[src/rtl/plru_repl_pkg.sv]
// Shared types and tree helpers for the tree-PLRU replacement controller.
// Helpers work on a tree sized for the largest supported associativity.
package plru_repl_pkg;

  localparam int unsigned MaxWays   = 64;
  localparam int unsigned MaxLevels = 6;

  typedef logic [MaxWays-2:0] tree_t;

  typedef enum logic [1:0] {
    StFlush,
    StIdle,
    StLookup,
    StResp
  } state_e;

  function automatic int unsigned plru_node_count(int unsigned ways);
    return ways - 32'd1;
  endfunction

  // Heap index of the node visited at `level` on the way's root-to-leaf path.
  function automatic int unsigned plru_path_node(int unsigned way, int unsigned level,
                                                 int unsigned way_bits);
    int unsigned node;
    node = 32'd0;
    for (int unsigned l = 0; l < MaxLevels; l++) begin
      if (l < level) begin
        node = 32'd2 * node + 32'd1 + ((way >> (way_bits - 32'd1 - l)) & 32'd1);
      end
    end
    return node;
  endfunction

  // Every node on the way's path is made to point away from that way.
  function automatic tree_t plru_touch(tree_t tree, int unsigned way, int unsigned way_bits);
    tree_t       t;
    int unsigned node;
    logic        b;
    t = tree;
    for (int unsigned l = 0; l < MaxLevels; l++) begin
      if (l < way_bits) begin
        node = plru_path_node(way, l, way_bits);
        b    = ((way >> (way_bits - 32'd1 - l)) & 32'd1) != 32'd0;
        for (int unsigned n = 0; n < MaxWays - 1; n++) begin
          if (n == node) t[n] = ~b;
        end
      end
    end
    return t;
  endfunction

endpackage

[src/rtl/plru_tree_victim.sv]
// Combinational lock-aware walk of one PLRU tree.
// A node's pointer is overridden when its target subtree holds no unlocked way.
module plru_tree_victim #(
  parameter int unsigned Ways = 8,
  localparam int unsigned WayBits = $clog2(Ways)
) (
  input  logic [Ways-2:0]    tree_i,
  input  logic [Ways-1:0]    lock_i,
  output logic [Ways-1:0]    way_oh_o,
  output logic [WayBits-1:0] way_bin_o,
  output logic               none_o
);

  logic [WayBits-1:0] bin;

  always_comb begin : walk
    int   node;
    int   base;
    int   half;
    logic low_free;
    logic high_free;
    logic dir;
    node = 0;
    base = 0;
    bin  = '0;
    for (int l = 0; l < int'(WayBits); l++) begin
      half      = int'(Ways) >> (l + 1);
      low_free  = 1'b0;
      high_free = 1'b0;
      for (int i = 0; i < int'(Ways); i++) begin
        if (i >= base && i < base + half)            low_free  = low_free  | ~lock_i[i];
        if (i >= base + half && i < base + 2 * half) high_free = high_free | ~lock_i[i];
      end
      dir = 1'b0;
      for (int n = 0; n < int'(Ways) - 1; n++) begin
        if (n == node) dir = tree_i[n];
      end
      if (dir && !high_free)      dir = 1'b0;
      else if (!dir && !low_free) dir = 1'b1;
      bin[WayBits-1-l] = dir;
      base = dir ? base + half : base;
      node = 2 * node + 1 + (dir ? 1 : 0);
    end
  end

  assign none_o    = &lock_i;
  assign way_bin_o = none_o ? '0 : bin;
  assign way_oh_o  = none_o ? '0 : (Ways'(1) << bin);

endmodule

[src/rtl/plru_repl_ctrl.sv]
// Per-set tree-PLRU victim selection with invalid-first priority and lock awareness.
// Define PLRU_REPL_PERF_CNT_EN to enable the saturating performance counters.
import plru_repl_pkg::*;

module plru_repl_ctrl #(
  parameter int unsigned WAYS = 8,
  parameter int unsigned SETS = 64,
  localparam int unsigned WAY_BITS = $clog2(WAYS),
  localparam int unsigned SET_BITS = $clog2(SETS)
) (
  input  logic                clk_i,
  input  logic                rst_ni,
  input  logic                flush_i,
  input  logic                hit_valid_i,
  input  logic [SET_BITS-1:0] hit_set_i,
  input  logic [WAY_BITS-1:0] hit_way_i,
  input  logic                req_valid_i,
  output logic                req_ready_o,
  input  logic [SET_BITS-1:0] req_set_i,
  input  logic [WAYS-1:0]     req_way_valid_i,
  input  logic [WAYS-1:0]     req_lock_i,
  output logic                rsp_valid_o,
  input  logic                rsp_ready_i,
  output logic [WAYS-1:0]     rsp_way_oh_o,
  output logic [WAY_BITS-1:0] rsp_way_bin_o,
  output logic                rsp_none_o,
  output logic                busy_o,
  output logic [3:0][31:0]    perf_cnt_o
);

  localparam int unsigned Nodes = plru_node_count(WAYS);

  function automatic logic [Nodes-1:0] touch(input logic [Nodes-1:0]    t,
                                             input logic [WAY_BITS-1:0] w);
    tree_t full;
    full            = '0;
    full[Nodes-1:0] = t;
    full            = plru_touch(full, 32'(w), WAY_BITS);
    return full[Nodes-1:0];
  endfunction

  state_e              state_q, state_d;
  logic [SET_BITS-1:0] sweep_q, sweep_d;
  logic                flush_pend_q, flush_pend_d;
  logic [SET_BITS-1:0] set_q;
  logic [WAYS-1:0]     valid_q, lock_q;
  logic [WAYS-1:0]     rsp_oh_q;
  logic [WAY_BITS-1:0] rsp_bin_q;
  logic                rsp_none_q;

  // Not reset; only the flush sweep clears it.
  logic [Nodes-1:0]    tree_mem [SETS];

  logic                req_accept, hit_en, hit_same, commit;
  logic [Nodes-1:0]    tree_fwd, commit_tree;
  logic [WAYS-1:0]     free, inv_oh, walk_oh;
  logic [WAY_BITS-1:0] inv_bin, walk_bin;
  logic                walk_none, lookup;

  assign req_accept = req_valid_i & req_ready_o;
  assign hit_en     = hit_valid_i & (state_q != StFlush);
  assign hit_same   = hit_en & (hit_set_i == set_q);
  assign commit     = (state_q == StResp) & rsp_ready_i & ~rsp_none_q;
  assign lookup     = (state_q == StLookup);

  // Same-set hit is folded in first so both the walk and the commit see the post-hit tree.
  assign tree_fwd    = hit_same ? touch(tree_mem[set_q], hit_way_i) : tree_mem[set_q];
  assign commit_tree = touch(tree_fwd, rsp_bin_q);

  assign free = ~valid_q & ~lock_q;

  always_comb begin
    inv_bin = '0;
    for (int i = int'(WAYS) - 1; i >= 0; i--) begin
      if (free[i]) inv_bin = WAY_BITS'(i);
    end
  end
  assign inv_oh = WAYS'(1) << inv_bin;

  plru_tree_victim #(
    .Ways (WAYS)
  ) u_victim (
    .tree_i    (tree_fwd),
    .lock_i    (lock_q),
    .way_oh_o  (walk_oh),
    .way_bin_o (walk_bin),
    .none_o    (walk_none)
  );

  // FSM state register
  always_ff @(posedge clk_i or negedge rst_ni) begin
    if (!rst_ni) begin
      state_q      <= StFlush;
      sweep_q      <= '0;
      flush_pend_q <= 1'b0;
    end else begin
      state_q      <= state_d;
      sweep_q      <= sweep_d;
      flush_pend_q <= flush_pend_d;
    end
  end

  // FSM next state
  always_comb begin
    state_d      = state_q;
    sweep_d      = '0;
    flush_pend_d = flush_pend_q;
    unique case (state_q)
      StFlush: begin
        sweep_d = sweep_q + 1'b1;
        if (sweep_q == SET_BITS'(SETS - 1)) state_d = StIdle;
      end
      StIdle: begin
        if (flush_i || flush_pend_q) begin
          state_d      = StFlush;
          flush_pend_d = 1'b0;
        end else if (req_valid_i) begin
          state_d = StLookup;
        end
      end
      StLookup: begin
        if (flush_i) flush_pend_d = 1'b1;
        state_d = StResp;
      end
      StResp: begin
        if (flush_i) flush_pend_d = 1'b1;
        if (rsp_ready_i) state_d = StIdle;
      end
      default: state_d = StFlush;
    endcase
  end

  // FSM outputs
  always_comb begin
    req_ready_o = (state_q == StIdle) & ~flush_i & ~flush_pend_q;
    rsp_valid_o = (state_q == StResp);
    busy_o      = (state_q != StIdle);
  end

  assign rsp_way_oh_o  = rsp_oh_q;
  assign rsp_way_bin_o = rsp_bin_q;
  assign rsp_none_o    = rsp_none_q;

  always_ff @(posedge clk_i or negedge rst_ni) begin
    if (!rst_ni) begin
      set_q      <= '0;
      valid_q    <= '0;
      lock_q     <= '0;
      rsp_oh_q   <= '0;
      rsp_bin_q  <= '0;
      rsp_none_q <= 1'b0;
    end else begin
      if (req_accept) begin
        set_q   <= req_set_i;
        valid_q <= req_way_valid_i;
        lock_q  <= req_lock_i;
      end
      if (lookup) begin
        if (|free) begin
          rsp_oh_q   <= inv_oh;
          rsp_bin_q  <= inv_bin;
          rsp_none_q <= 1'b0;
        end else begin
          rsp_oh_q   <= walk_oh;
          rsp_bin_q  <= walk_bin;
          rsp_none_q <= walk_none;
        end
      end
    end
  end

  always_ff @(posedge clk_i) begin
    if (state_q == StFlush) begin
      tree_mem[sweep_q] <= '0;
    end else begin
      if (commit) tree_mem[set_q] <= commit_tree;
      if (hit_en && !(commit && hit_same)) begin
        tree_mem[hit_set_i] <= touch(tree_mem[hit_set_i], hit_way_i);
      end
    end
  end

`ifdef PLRU_REPL_PERF_CNT_EN
  logic [3:0][31:0] perf_q;
  logic [3:0]       perf_inc;

  assign perf_inc[0] = req_accept;
  assign perf_inc[1] = lookup & (|free);
  assign perf_inc[2] = lookup & ~(|free) & walk_none;
  assign perf_inc[3] = hit_en;

  always_ff @(posedge clk_i or negedge rst_ni) begin
    if (!rst_ni) begin
      perf_q <= '0;
    end else if (state_q == StFlush) begin
      perf_q <= '0;
    end else begin
      for (int i = 0; i < 4; i++) begin
        if (perf_inc[i] && perf_q[i] != '1) perf_q[i] <= perf_q[i] + 32'd1;
      end
    end
  end

  assign perf_cnt_o = perf_q;
`else
  assign perf_cnt_o = '0;
`endif

endmodule

[config.mk]
export PLATFORM = sky130hd
export DESIGN_NAME = plru_repl_ctrl
export DESIGN_NICKNAME = d
export VERILOG_FILES = /design/src/rtl/plru_repl_pkg.sv /design/src/rtl/plru_tree_victim.sv /design/src/rtl/plru_repl_ctrl.sv
export SDC_FILE = /design/constraint.sdc
export NUM_CORES = 1
export LEC_CHECK = 0
export ABC_AREA = 1
export CORE_ASPECT_RATIO = 1.5
export CORE_UTILIZATION = 57
export DETAILED_ROUTE_END_ITERATION = 12
export DONT_BUFFER_PORTS = 1
export GPL_TIMING_DRIVEN = 1
export MAX_ROUTING_LAYER = met4
export PLACE_DENSITY_LB_ADDON = 0.08
export RECOVER_POWER = 50
export SYNTH_ARGS = -nofsm -noshare
export SYNTH_HDL_FRONTEND = slang
export SYNTH_SLANG_ARGS = --single-unit
[constraint.sdc]
create_clock -name clk_i -period 3.6 [get_ports clk_i]
set_clock_uncertainty 0.1 [all_clocks]
set_input_delay 0.36 -clock clk_i [delete_from_list [all_inputs] [get_ports clk_i]]
set_output_delay 0.36 -clock clk_i [all_outputs]
set_load 0.02 [all_outputs]
==> results.yml <==
outcome:
  status: "finished with violations"
  violations: "capacitance limit, slew limit"
floorplanning:
  dieArea_um2: 53900
  die-width_um: 190
  core_area_um2: 52500
  ios: 180
  die_h_um: 284
  rows: 103
  start_util_pct: 57.6
global_route:
  grt_pass1_vias: 27101
  grt_pass1_wl_mm: 166
  use_met3_pct: 8.81
  grt.overflow.total: 0
  grt_max_degree: 165
  grt_use_total_pct: 43.0
  busiest_layer: "met2"
  globalRouteMet2Util_pct: 65.9
  grt_use_met1_pct: 50.5
  antenna_found_initial: 6
timing:
  max-slew-margin-rel_pct: -70.9
  setup_viol: 0
  clock.fmax_mhz: 288
  fin_crit_sh_pct: 96.5
  tightest_slew_ps: 2560
  final-hold-violation-count: 0
  fin_tns_setup_ps: 0
  drv_slew: 80
  worst_slack_ps: 127
  fin_crit_ps: 3470
routing:
  first_pass_iters: 8
  wire_per_inst_um: 24.2
  dr_total_vias: 28843
  first_iter_violations: 3567
  routed_via_density: 6.13
  drtAntennaViolNets: 0
  wirelength_mm: 114
  route.detailed.drc: 0
job:
  drv_cap: 2
clocking:
  htree_num_levels: 2
  clk_latency_ps: 610
  clock_sinks: 491
  clockRootBuffer: "clkbuf_16"
  clk_pin_slew_ps: 60
  clk_path_buf_depth: 3
  cts_tree: "yes"
  cts_buffers: 49
logic_synthesis:
  syn_area_per_cell_um2: 7.56
  synthDistinctLibCells: 41
  synth-seq-area-share_pct: 48.1
  ys_seq_elements: 491
  yosys-top-cells-area: "edfxtp_1 (45%), nand2_1 (18%), o21ai_0 (6.6%)"
  ys_warn_count: 0
  netlist_area_um2: 30200
  yosys.area.top_type: "edfxtp_1"
  synth_top_area_share_pct: 44.5
  synth_cells: 3993
place:
  post-place-ws_ps: 83.8
  portBuffers: 0
  dp.final_hpwl_mm: 70.6
  place_area_um2: 30800
  gp_congestion: 0.997
final_layout:
  fin_area_um2: 32800
  area_delta_synth_final_pct: 8.63
  most-common-layout-cells: "nand2_1 (1452), edfxtp_1 (448), o21ai_0 (398)"
  nNetsFinal: 4019
  drive_above_1_share_pct: 6.58
  layout_commonest_cell: "nand2_1"
  fin_util_pct: 62.6
critical_path:
  start_kind: "flip-flop"
  regToRegEndpoint: "tree_mem[3][3]$_DFFE_PP_"
  crit_type: "flip-flop to flip-flop"
  reg2reg_slack_ps: 130
  end_kind: "flip-flop"
  cp_max_fo: 30
  worstReg2RegStart: "set_q[0]$_DFFE_PN0P_"
  arrival_ps: 3670
  r2r_cells: 15
  required_ps: 3800
power:
  vdd_drop_max_v: 0.000377
  comb_power_share_pct: 8.7
  switchingPower_mw: 3.19
  p_per_area_nw_per_um2: 374
  p_seq_share_pct: 50.2
  p_leak_nw: 14.2
  sw_frac_of_total_pct: 26.0
  clkPwrFrac_pct: 41.2
  intPower_mw: 9.08
worst_hold_path:
  holdCritPathClass: "input pin to flip-flop"
  holdPathEnd: "tree_mem[15][6]$_DFFE_PP_"
  worstHoldPathCells: 2
  hp-start: "hit_way_i[1]"
[final cells by class]
type,count,area [um2]
antenna,6,15.0
fill,4848,19600
tap,682,853
timing repair buffer,165,1750
clock buffer,63,1310
inverter,207,798
multi-input combinational,3063,13400
sequential,491,14500
clock inverter,26,179
[metal layers]
layer / wire length, um / vias to the layer above
met4: 9200 / 0
met2: 51800 / 2037
met5: 0 / -
li1: - / 13036
met1: 39000 / 13269
met3: 13700 / 501
[cell families (layout without fill, tap and decap cells)]
logic type / after synthesis / count (layout) / synth area share, %
mux: 9 / 9 / 0.336
simple gates: 2243 / 2243 / 29.8
compound gates: 675 / 675 / 12.0
buf+inv: 566 / 461 / 9.47
flops: 491 / 491 / 48.1
xor+xnor: 3 / 3 / 0.0870
other cells: 1 / 134 / 0.0124
fa+ha+maj: 5 / 5 / 0.207
[repair_timing]
item / in CTS / in global routing
setup buffers: 0 / 3
hold buffers: 32 / 0
endpoints found under the hold margin: 315 / 0
resized for setup: 0 / 18
endpoints found under the setup margin: 0 / 130
[worst max path at each step]
stage                                start                         to  cells after the start
floorplan           state_q[0]$_DFFE_PN0P_  tree_mem[41][4]$_DFFE_PP_                     12
global placement      set_q[1]$_DFFE_PN0P_   tree_mem[4][5]$_DFFE_PP_                     17
detailed placement    set_q[1]$_DFFE_PN0P_  tree_mem[20][5]$_DFFE_PP_                     17
CTS                   set_q[1]$_DFFE_PN0P_  tree_mem[20][5]$_DFFE_PP_                     17
global route        state_q[0]$_DFFE_PN0P_  tree_mem[44][6]$_DFFE_PP_                     22
finish                set_q[0]$_DFFE_PN0P_   tree_mem[3][3]$_DFFE_PP_                     15
[sequential cells by signal (all words and copies together), names as in the netlist]
name	count
flush_pend_q	1
lock_q	8
rsp_none_o	1
rsp_way_bin_o	3
rsp_way_oh_o	8
set_q	6
state_q	2
sweep_q	6
tree_mem	448
valid_q	8
[power by group through the flow]
stage	Combinational, mW	Sequential (mW)	Clock (mW)
finish	1.06	6.15	5.05
global route	1.11	6.15	5.21
CTS	1.01	6.15	5.03
detailed placement	0.886	6.27	0
global placement	0.885	6.27	0
floorplan	0.745	6.27	0
[worst max-delay path, stage by stage, from the launching register on]
cell     delay (ps)
dfrtp_4         530
buf_16          200
buf_12          190
o21ai_0         200
nor2_1          120
o31ai_1         370
nand3_1         190
nand3_1         220
nand2_1          90
nand2_1          60
nand2_1          90
o21ai_2         160
inv_2           200
buf_12          230
nand2_1          60
o21ai_0          90
[Yosys cell counts (all sizes together)]
master / count
a31oi: 3
ha: 5
and3: 1
nand3: 382
edfxtp: 448
clkinv: 6
o21ai: 430
nand3b: 2
a21boi: 35
o211ai: 4
a21oi: 146
inv: 201
o22ai: 17
o31ai: 20
nand2: 1463
nand4: 2
a22oi: 14
nor3: 30
and2: 1
a211oi: 2
xnor2: 1
conb: 1
xor2: 2
clkbuf: 112
buf: 247
o221ai: 3
a31o: 1
nor2: 359
or2: 3
dfrtp: 43
mux2: 9
[stage by stage]
| step | hold slack [ps] | power (mW) | instances |
|---|---|---|---|
| CTS | 0.214 | 12.2 | 4691 |
| global placement | -34.7 | 7.16 | 4570 |
| finish | 7.17 | 12.3 | 4703 |
| detailed placement | -34.7 | 7.16 | 4570 |
| floorplan | -35.6 | 7.01 | 4120 |
| global route | 21.3 | 12.5 | 4703 |
No activity file was read; power rests on OpenSTA's default activity.
